==> src/rtl/seg_pkg.sv <==
// seg_pkg: shared digit constants and types for the seven-segment scan driver
package seg_pkg;
    localparam int NUM_DIGITS = 3;
    localparam int SEG_W = 4;
    localparam logic [2:0] EN_ALL_OFF = 3'b111;
    localparam logic [2:0] EN_DIG0 = 3'b110;
    localparam logic [2:0] EN_DIG1 = 3'b101;
    localparam logic [2:0] EN_DIG2 = 3'b011;
    typedef enum logic [1:0] {DIG0, DIG1, DIG2} dig_t;
    function automatic logic [2:0] dig_enable(input logic [1:0] d);
        return d == 2'd2 ? EN_DIG2 : d == 2'd1 ? EN_DIG1 : EN_DIG0;
    endfunction
endpackage

==> src/rtl/seg_scan_timer.sv <==
// seg_scan_timer: slot/digit prescaler producing slot, frame and guard timing
module seg_scan_timer
    import seg_pkg::*;
#(
    parameter int SCAN_DIV = 100000,
    parameter int GUARD    = 2000
) (
    input  logic       clk,
    input  logic       rst,
    output logic [1:0] dig_nxt_o,
    output logic       slot_end_o,
    output logic       frame_end_o,
    output logic       in_guard_o
);
    localparam int CW = $clog2(SCAN_DIV);
    logic [CW-1:0] cnt_q, cnt_d;
    dig_t dig_q, dig_d;
    // dig_nxt_o and in_guard_o describe the cycle being entered, so outputs can be registered
    always_comb begin
        slot_end_o  = cnt_q == CW'(SCAN_DIV - 1);
        frame_end_o = slot_end_o && dig_q == dig_t'(NUM_DIGITS - 1);
        cnt_d       = slot_end_o ? '0 : cnt_q + 1'b1;
        dig_d       = !slot_end_o ? dig_q : frame_end_o ? DIG0 : dig_t'(dig_q + 2'd1);
        dig_nxt_o   = dig_d;
        in_guard_o  = cnt_d < CW'(GUARD);
    end
    always_ff @(posedge clk or posedge rst) begin
        if (rst) begin
            cnt_q <= '0;
            dig_q <= DIG0;
        end else begin
            cnt_q <= cnt_d;
            dig_q <= dig_d;
        end
    end
endmodule

==> src/rtl/seg_scan_driver.sv <==
// seg_scan_driver: 3-digit multiplexed display driver with frame-aligned loads and blanking
module seg_scan_driver
    import seg_pkg::*;
#(
    parameter int SCAN_DIV = 100000,
    parameter int GUARD    = 2000
) (
    input  logic        clk,
    input  logic        rst,
    input  logic        load_valid,
    input  logic [11:0] load_data,
    output logic        load_ready,
    input  logic        lz_blank,
    output logic [3:0]  digit_out,
    output logic [2:0]  SevenSegmentEnable,
    output logic        frame_start
);
    logic [1:0] dig_nxt;
    logic slot_end, frame_end, in_guard, xfer, blank;
    logic [11:0] shadow_q, shadow_d, active_q, active_d;
    logic pending_q, pending_d, ready_q, ready_d, fs_q, fs_d;
    logic [SEG_W-1:0] digit_q, digit_d;
    logic [2:0] en_q, en_d;
    seg_scan_timer #(.SCAN_DIV(SCAN_DIV), .GUARD(GUARD)) u_timer (
        .clk        (clk),
        .rst        (rst),
        .dig_nxt_o  (dig_nxt),
        .slot_end_o (slot_end),
        .frame_end_o(frame_end),
        .in_guard_o (in_guard)
    );
    // a value accepted on the last cycle of a frame bypasses the shadow straight into slot 0
    always_comb begin
        xfer      = load_valid && ready_q;
        shadow_d  = xfer ? load_data : shadow_q;
        active_d  = !frame_end ? active_q : xfer ? load_data : pending_q ? shadow_q : active_q;
        pending_d = !frame_end && (pending_q || xfer);
        ready_d   = frame_end || (ready_q && !xfer);
        digit_d   = dig_nxt == 2'd2 ? active_d[11:8] : dig_nxt == 2'd1 ? active_d[7:4] : active_d[3:0];
        blank     = lz_blank && (dig_nxt == 2'd2 ? active_d[11:8] == '0 :
                                 dig_nxt == 2'd1 ? active_d[11:4] == '0 : 1'b0);
        en_d      = (in_guard || blank) ? EN_ALL_OFF : dig_enable(dig_nxt);
        fs_d      = slot_end && dig_nxt == 2'd0;
    end
    always_ff @(posedge clk or posedge rst) begin
        if (rst) begin
            shadow_q  <= '0;
            active_q  <= '0;
            pending_q <= 1'b0;
            ready_q   <= 1'b1;
            digit_q   <= '0;
            en_q      <= EN_ALL_OFF;
            fs_q      <= 1'b0;
        end else begin
            shadow_q  <= shadow_d;
            active_q  <= active_d;
            pending_q <= pending_d;
            ready_q   <= ready_d;
            digit_q   <= digit_d;
            en_q      <= en_d;
            fs_q      <= fs_d;
        end
    end
    assign load_ready         = ready_q;
    assign digit_out          = digit_q;
    assign SevenSegmentEnable = en_q;
    assign frame_start        = fs_q;
endmodule

==> config.mk <==
export PLATFORM = sky130hd
export DESIGN_NAME = seg_scan_driver
export DESIGN_NICKNAME = d
export VERILOG_FILES = /design/src/rtl/seg_pkg.sv /design/src/rtl/seg_scan_timer.sv /design/src/rtl/seg_scan_driver.sv
export SDC_FILE = /design/constraint.sdc
export NUM_CORES = 1
export LEC_CHECK = 0
export ABC_AREA = 1
export CORE_MARGIN = 10
export CORE_UTILIZATION = 58
export CTS_CLUSTER_SIZE = 16
export DETAILED_ROUTE_END_ITERATION = 8
export GPL_ROUTABILITY_DRIVEN = 0
export PLACE_DENSITY_LB_ADDON = 0.12
export SYNTH_ARGS = -nofsm -noshare
export SYNTH_HDL_FRONTEND = slang
export SYNTH_SLANG_ARGS = --single-unit
==> constraint.sdc <==
create_clock -name clk -period 3 [get_ports clk]
set_input_delay 0.45 -clock clk [delete_from_list [all_inputs] [get_ports clk]]
set_output_delay 0.45 -clock clk [all_outputs]
set_load 0.05 [all_outputs]
# [Yosys cells after proc, flatten, opt, wreduce, memory -nomap -nowiden]
# Cells that the tools add are included.
[word_totals] regBits=53 in_bits=16 latchBits=0 mem_count=0 wordCells=43 mem_bits_rw=0 rom_bits=0
[op_classes] n_addsub=2 bitwise=0 n_mux=13 reduce_logical=14 mul=0 n_eq_ne=4 div_mod_pow=0 shifts=0 order_cmp=1
[op_table] cell="12-bit 2-to-1 mux" n=3
[op_table] cell="17-bit by 1-bit adder with 17-bit output, second input constant" n=1
[op_table] cell="17-bit == test, second input constant" n=1
[op_table] cell="17-bit by 11-bit less-than comparator with 1-bit output, second input constant" n=1
[op_table] cell="17-bit 2-to-1 mux" n=1
[op_table] cell="8-bit logical NOT" n=1
[op_table] cell="4-bit 2-to-1 mux" n=2
[op_table] cell="1-bit logical AND" n=6
[op_table] cell="2-bit 2-to-1 mux" n=3
[op_table] cell="3-bit 2-to-1 mux" n=2
[op_table] cell="2-bit == test, second input constant" n=2
[op_table] cell="4-bit logical NOT" n=1
[op_table] cell="1-bit logical OR" n=3
[op_table] cell="2-bit by 1-bit adder with 2-bit output, second input constant" n=1
[op_table] cell="2-bit by 1-bit == test with 1-bit output, second input constant" n=1
[op_table] cell="1-bit logical NOT" n=2
[op_table] cell="2-bit logical NOT" n=1
[op_table] cell="1-bit 2-to-1 mux" n=2

# [Longest topological paths before layout]
# Gate-level depths: netlist of the first run.
[depth] depth_word=10 mapped_depth=13

# [Modules after synthesis]
# Synthesis of the first run repeated with hierarchy kept, for this count alone.
[hier_totals] hier_cells=358 hier_area_um2=2666.3
[modules_own_cells] module="seg_scan_driver" cells_each=168 area_each_um2=1468.9 n_inst=1
[modules_own_cells] module="seg_scan_timer" cells_each=190 area_each_um2=1197.4 n_inst=1

# [Worst setup path before layout of the first run]
# No wires, ideal clock.
[synth_timing] path_type="register to register" startpoint="reg u_timer.cnt_q[0]" endpoint="reg digit_q[0], in the netlist digit_out[0]" arrival_time_ps=1959 stages_incl_launch_ff=12 n_path_buf=0 required_ps=2882 path_slack_ps=923 cell_sequence="dfrtp_1 ha_1 nand2_2 nor2_8 and3_2 o21ai_0 inv_1 ha_1 inv_1 o21ai_0 a21oi_1 nor2_1"
[synth_via] elab_chain_len=7
[synth_rtl] element="start, declared" line_no="seg_scan_timer.sv:16" source="logic [CW-1:0] cnt_q, cnt_d;"
[synth_rtl] element="start signal, assigned" line_no="seg_scan_timer.sv:32" source="cnt_q <= cnt_d;"
[synth_rtl] element="17-bit == test *" line_no="seg_scan_timer.sv:20" source="slot_end_o = cnt_q == CW'(SCAN_DIV - 1);"
[synth_rtl] element="1-bit logical AND" line_no="seg_scan_timer.sv:21" source="frame_end_o = slot_end_o && dig_q == dig_t'(NUM_DIGITS - 1);"
[synth_rtl] element="2-bit 2-to-1 mux" line_no="seg_scan_timer.sv:23" source="dig_d = !slot_end_o ? dig_q : frame_end_o ? DIG0 : dig_t'(dig_q + 2'd1);"
[synth_rtl] element="2-bit 2-to-1 mux *" line_no="seg_scan_timer.sv:23"
[synth_rtl] element="named net dig_nxt[1]" line_no="seg_scan_driver.sv:18" source="logic [1:0] dig_nxt;"
[synth_rtl] element="2-bit by 1-bit == test with 1-bit output" line_no="seg_scan_driver.sv:39" source="digit_d = dig_nxt == 2'd2 ? active_d[11:8] : dig_nxt == 2'd1 ? active_d[7:4] : active_d[3:0];"
[synth_rtl] element="4-bit 2-to-1 mux" line_no="seg_scan_driver.sv:39"
[synth_rtl] element="4-bit 2-to-1 mux *" line_no="seg_scan_driver.sv:39"
[synth_rtl] element="named net digit_d[0]" line_no="seg_scan_driver.sv:22" source="logic [SEG_W-1:0] digit_q, digit_d;"
[synth_rtl] element="end signal, assigned" line_no="seg_scan_driver.sv:59" source="digit_q <= digit_d;"
[synth_rtl] element="end, declared" line_no="seg_scan_driver.sv:22"
# The timed path passes the listed nets; every way through them passes the cells marked *.
# A chain may end at the register's enable or synchronous reset.

# [Final worst setup path of the first run]
[layout_timing] startpoint="reg u_timer.cnt_q[0]" endpoint="reg digit_q[3], in the netlist digit_out[3]"
# Same word-level chain as after synthesis.

==> run metrics, run 1 <==
total grt overflow=0; Final #Nets=approximately 420; DR pass1 iterations=4; CP required=between 3 and 4 ns; final critical-path share of the clock period=0.783; dpl cell area=around 3200 µm²; fmax=roughly 430 MHz; most frequent cells in the layout=102 x nand2_1, 59 x inv_1, 49 x dfrtp_1; H-tree Lvls=2; Arrival @ worst endpoint=about 2.6 ns; Max FO, Critical Path=8; post-synthesis mux area share=0; drt first-iter violations=around 70; fin area=3300 µm²; # DRC=0; IO buf count=24; # setup viols final=0; CP endpoint kind=register; vias=~2300; worst ir drop on vdd=between 300 and 400 µV; fin crit period=2.35 ns; synthesized net count=between 300 and 400; Setup Skew=between 0.009 and 0.01 ns; Clock Sinks=53; Post-Syn Area=2890 µm²; initial core utilization=0.603; largest net degree at the start of global routing=between 50 and 60; Final Hold Viols=0; largest family of logic cells by synthesized area=simple AND/OR/NAND/NOR gates; critical path class=reg -> reg; height of the die=90.5 µm; register area share after synthesis=0.461; syn avg cell area=~7.8 µm²; cell taking the most area after synthesis=dfrtp_1; post-synthesis compound-gate area fraction=0.0763; synth warn=0; post-layout util=0.690; Post-DRT Antenna Nets=0; Clock Tree Root=clkbuf_8; power density over cell area=around 370 nW/µm²; diode count=0; Clock Latency Late Sink=0.31 ns; Synth Register Bits=53; die area=8200 µm²; relative slew slack=0.662; vias in the first global route=approximately 2400; outcome=finished clean; xor/xnor cell area share of the yosys netlist=0.0121; Avg WL per Cell=about 13 µm; Syn-to-layout area delta=14.3%; initial antenna violation count=0; commonest non-fill, non-tap cell in the layout=nand2_1; CTS tree=done; setup bufs post-CTS=0; Clock Path Buffers=2; Reg clk slew, reported paths=approximately 0.08 ns; Setup WS post-layout=between 0.6 and 0.7 ns; post-cts resize count=0; first-pass GRT wire length=about 11000 µm; Post-Synth Simple-Gate Area=0.335; Slew @ Worst Pin=between 0.5 and 0.6 ns; Die Width=90.5 µm; layout cells sized above 1=0.113; hpwl dp=between 4000 and 5000 µm; Synth area leaders=dfrtp_1 42%, nand2_1 13%, inv_1 7.8%, nor2_1 4.7%, nand3_1 4.5%; CTS Buf Count=5; post-route total power=between 1000 and 1500 µW; adder-cell share of the synthesized area=0.0217; crit start category=register; via-per-instance ratio=5.01; maxcap violations=0; cts hold-fix bufs=0; overall routed net length=a little over 6000 µm; # IOs=25; DP Worst Slack=between 0.6 and 0.7 ns; fin. max-slew vios=0; Total GRT Usage=0.158; unique cell type count in the Yosys netlist=36; Post-Syn Instances=around 370; setup TNS=0 ns; Leakage=between 0.0015 and 0.002 µW; num rows=25; unrepaired setup endpoints after global routing=false; Core Box Area=about 4800 µm²; Yosys top cell area share=0.425; Hold Path Class=reg -> reg
cells by family after synthesis:
logic type                 count (synthesis)
adders and majority gates                  5
and+or+nand+nor                          201
AOI/OAI and AO/OA                         37
buffers and inverters                     68
DFF                                       53
xor gates and xnor gates                   4
synthesized netlist by cell type, drive strengths merged:
master,n
nand3,28
nor3b,1
nor3,4
dfrtp,49
nand4,8
o21ai,25
a21oi,9
nor2,45
inv,61
a31o,1
nand3b,1
clkinv,2
buf,4
o21bai,2
nand2,112
ha,5
xor2,4
dfstp,4
clkbuf,1
and3,1
or2,1
layer usage:
metal,global-route usage,vias to the layer above,part of all wire
met1,0.181,1079,0.43
met3,0.0324,11,0.041
met4,0.0650,0,0.025
met2,0.278,43,0.50
met5,0,-,0
li1,-,1198,-
final cells by class:
cell class                      count  area [µm²]
Clock buffer                        8        90.1
Timing Repair Buffer               27         275
Fill cell                         416        1490
Multi-Input combinational cell    247        1280
Sequential cell                    53        1330
Inverter                           63         236
Tap cell                           67        83.8
through the flow:
step,hold slack [ns],instances
after floorplan,0.433,368
after global placement,0.444,457
after detailed placement,0.459,457
after CTS,0.471,465
after global routing,0.499,465
final,0.469,465
registers in the layout (all words and copies together) (netlist names):
name,count
pending_q,1
digit_out,4
frame_start,1
shadow_q,12
load_ready,1
SevenSegmentEnable,3
u_timer.cnt_q,17
active_q,12
u_timer.dig_q,2
final timing paths:
path	end	slack, ns	from	depth (start not counted)
min in group asynchronous	u_timer.cnt_q[15]	0.51	rst	3
min	u_timer.cnt_q[0]	0.47	u_timer.cnt_q[0]	1
max	digit_out[3]	0.65	u_timer.cnt_q[0]	11
min reg2reg	u_timer.cnt_q[0]	0.47	u_timer.cnt_q[0]	1
max reg2reg	digit_out[3]	0.65	u_timer.cnt_q[0]	11
max in group asynchronous	load_ready	2.19	rst	3
power breakdown:
group	internal, µW	total, µW	switching, µW
Combinational	37.9	83.1	45.1
Clock	189	406	218
Sequential	734	746	11.8
worst max-delay path, cell delays in order (launching register included):
cell and delay, ns:
dfrtp_1 0.41, ha_1 0.23, nand2_2 0.12, nor2_8 0.07, and3_2 0.22, o21ai_0 0.36
inv_1 0.12, ha_1 0.28, inv_1 0.16, o21ai_0 0.11, a21oi_1 0.12, nor2_1 0.05
Power figures use the tool's default switching activity.
==> inputs of run 2 (changes only) <==
clock period = 2.2 ns   (was 3 ns; I/O delays follow)
==> run 2 against run 1 <==
Net effect:
- sequential share of layout area shrank 1.9 points
- first-iteration DRC count grew 42%
- wire length grew 6.7%
- global-route usage grew 1.0 points
- clock-buffer cell count shrank 1
- design area grew 5.1%
- maximum frequency grew 11%
- clock skew is essentially flat
- combinational power grew 35%
- highest routed layer unchanged
==> run metrics, run 2 (synthesis results as in run 1) <==
via-per-instance ratio=5.10 (was 5.01); Post-DRT Antenna Nets=0 (unchanged); overall routed net length=6470 µm (was 6060 µm); CP required=2.39 ns (was 3.20 ns); Die Width=90.5 µm (unchanged); Core Box Area=4790 µm² (unchanged); setup TNS=0 ns (unchanged); die area=8200 µm² (unchanged); Final #Nets=431 (was 418); relative slew slack=0.657 (was 0.662); final critical-path share of the clock period=0.961 (was 0.783); fin. max-slew vios=0 (unchanged); most frequent cells in the layout=99 x nand2_1, 56 x inv_1, 49 x dfrtp_1 (was 102 x nand2_1, 59 x inv_1, 49 x dfrtp_1); # setup viols final=0 (unchanged); outcome=finished clean (unchanged); Avg WL per Cell=13.5 µm (was 13.0 µm); switching power=381 µW (was 275 µW); Final Hold Viols=0 (unchanged); combinational power share=0.062 (was 0.067); Clock Latency Late Sink=0.31 ns (about the same); Reg2Reg Setup Slack=0.09 ns (was 0.65 ns); Leakage=0.00187 µW (was 0.00179 µW); initial core utilization=0.603 (unchanged); hpwl dp=4860 µm (was 4680 µm); DR pass1 iterations=4 (unchanged); vias=2439 (was 2331); power density over cell area=520 nW/µm² (was 374 nW/µm²); vias in the first global route=2604 (was 2360); critical path class=reg -> reg (unchanged); Total GRT Usage=0.168 (was 0.158); fin crit period=2.11 ns (was 2.35 ns); total grt overflow=0 (unchanged); Reg power frac=0.564 (was 0.604); Clock Sinks=53 (unchanged); layout cells sized above 1=0.170 (was 0.113); Syn-to-layout area delta=20.2% (was 14.3%); commonest non-fill, non-tap cell in the layout=nand2_1 (unchanged); first-pass GRT wire length=11600 µm (was 10800 µm); clock share of power=0.374 (was 0.329); maxcap violations=0 (unchanged); CTS tree=done (unchanged); initial antenna violation count=0 (unchanged); max reg flops=17 (unchanged); Fill cells=396 (was 416); height of the die=90.5 µm (unchanged); Max FO, Critical Path=6 (was 8); CP endpoint kind=register (unchanged); # IOs=25 (unchanged); worst ir drop on vdd=498 µV (was 312 µV); H-tree Lvls=2 (unchanged); Setup Skew=0.00900 ns (was 0.00919 ns); diode count=0 (unchanged); Clock Tree Root=clkbuf_8 (unchanged); crit start category=register (unchanged); register with the most flip-flops=u_timer.cnt_q (unchanged); CTS Buf Count=5 (unchanged); fmax=473 MHz (was 426 MHz); DP Worst Slack=-0.0283 ns (was 0.656 ns); Hold Path Class=in -> async (was reg -> reg); internal power=1420 µW (was 960 µW); drt first-iter violations=102 (was 72); Sw Share=0.211 (was 0.223); num rows=25 (unchanged); Reg clk slew, reported paths=0.09 ns (was 0.08 ns); Clock Path Buffers=2 (unchanged); Slew @ Worst Pin=0.513 ns (was 0.506 ns); # DRC=0 (unchanged); largest net degree at the start of global routing=54 (unchanged); IO buf count=24 (unchanged); Setup WS post-layout=0.0858 ns (was 0.652 ns); final hold slack=0.374 ns (was 0.469 ns); Top Registers=u_timer.cnt_q x17, active_q x12, shadow_q x12 (unchanged); Arrival @ worst endpoint=2.31 ns (was 2.55 ns)
-- run 2: critical path, stage by stage (launching register included) --
cell and delay [ns]:
dfrtp_1 0.44, nor2_2 0.13, nand2_2 0.10, nor2_8 0.12
and3_2 0.23, o21ai_0 0.14, o21ai_2 0.14, inv_1 0.09
ha_2 0.22, inv_2 0.09, o21ai_0 0.09, a21oi_1 0.16
nor2_1 0.06
-- run 2: path summary, 6_finish.rpt --
check	startpoint	to	cells after the start
min in group clk	shadow_q[1]	shadow_q[1]	2
max in group asynchronous	rst	load_ready	3
worst max register to register	u_timer.cnt_q[6]	digit_out[0]	12
worst min register to register	shadow_q[1]	shadow_q[1]	2
worst max-delay path	u_timer.cnt_q[6]	digit_out[0]	12
worst min-delay path	rst	u_timer.cnt_q[15]	3
-- run 2: cell type report --
class	count	area, µm²	area share
Sequential cell	53	1330	0.384
Clock inverter	1	30.0	0.00866
Clock buffer	7	86.3	0.0249
Multi-Input combinational cell	247	1320	0.379
Tap cell	67	83.8	0.0242
Timing Repair Buffer	40	385	0.111
Inverter	63	236	0.0682
-- run 2: power by group through the flow --
stage	Combinational, µW	Sequential [µW]	Clock, µW
finish	112	1020	676
global route	132	1020	738
CTS	115	1020	694
detailed placement	113	1040	0
global placement	111	1030	0
floorplan	69.9	1030	0
-- run 2: per-stage QoR --
step	area [µm²]	instances	total power [µW]	util
after floorplan	2890	368	1100	-
after global routing	3470	478	1890	0.725
after global placement	3280	464	1150	0.684
after detailed placement	3280	464	1150	0.684
after CTS	3390	472	1830	0.709
final	3470	478	1800	0.725
-- run 2: per-layer routing --
| layer | routed length (µm) | track usage | up-vias |
|---|---|---|---|
| met4 | 239 | 0.102 | 0 |
| met3 | 151 | 0.0349 | 18 |
| li1 | - | - | 1222 |
| met5 | 0 | 0 | - |
| met2 | 3420 | 0.298 | 35 |
| met1 | 2660 | 0.177 | 1164 |
-- run 2: what timing repair did --
action                                  4_1_cts  5_1_grt
gates cloned                                  0        0
setup buffers                                 0        6
hold buffers                                  0        0
pin swaps                                     0        5
endpoints found under the setup margin        3        5
gates resized for setup                       1       13
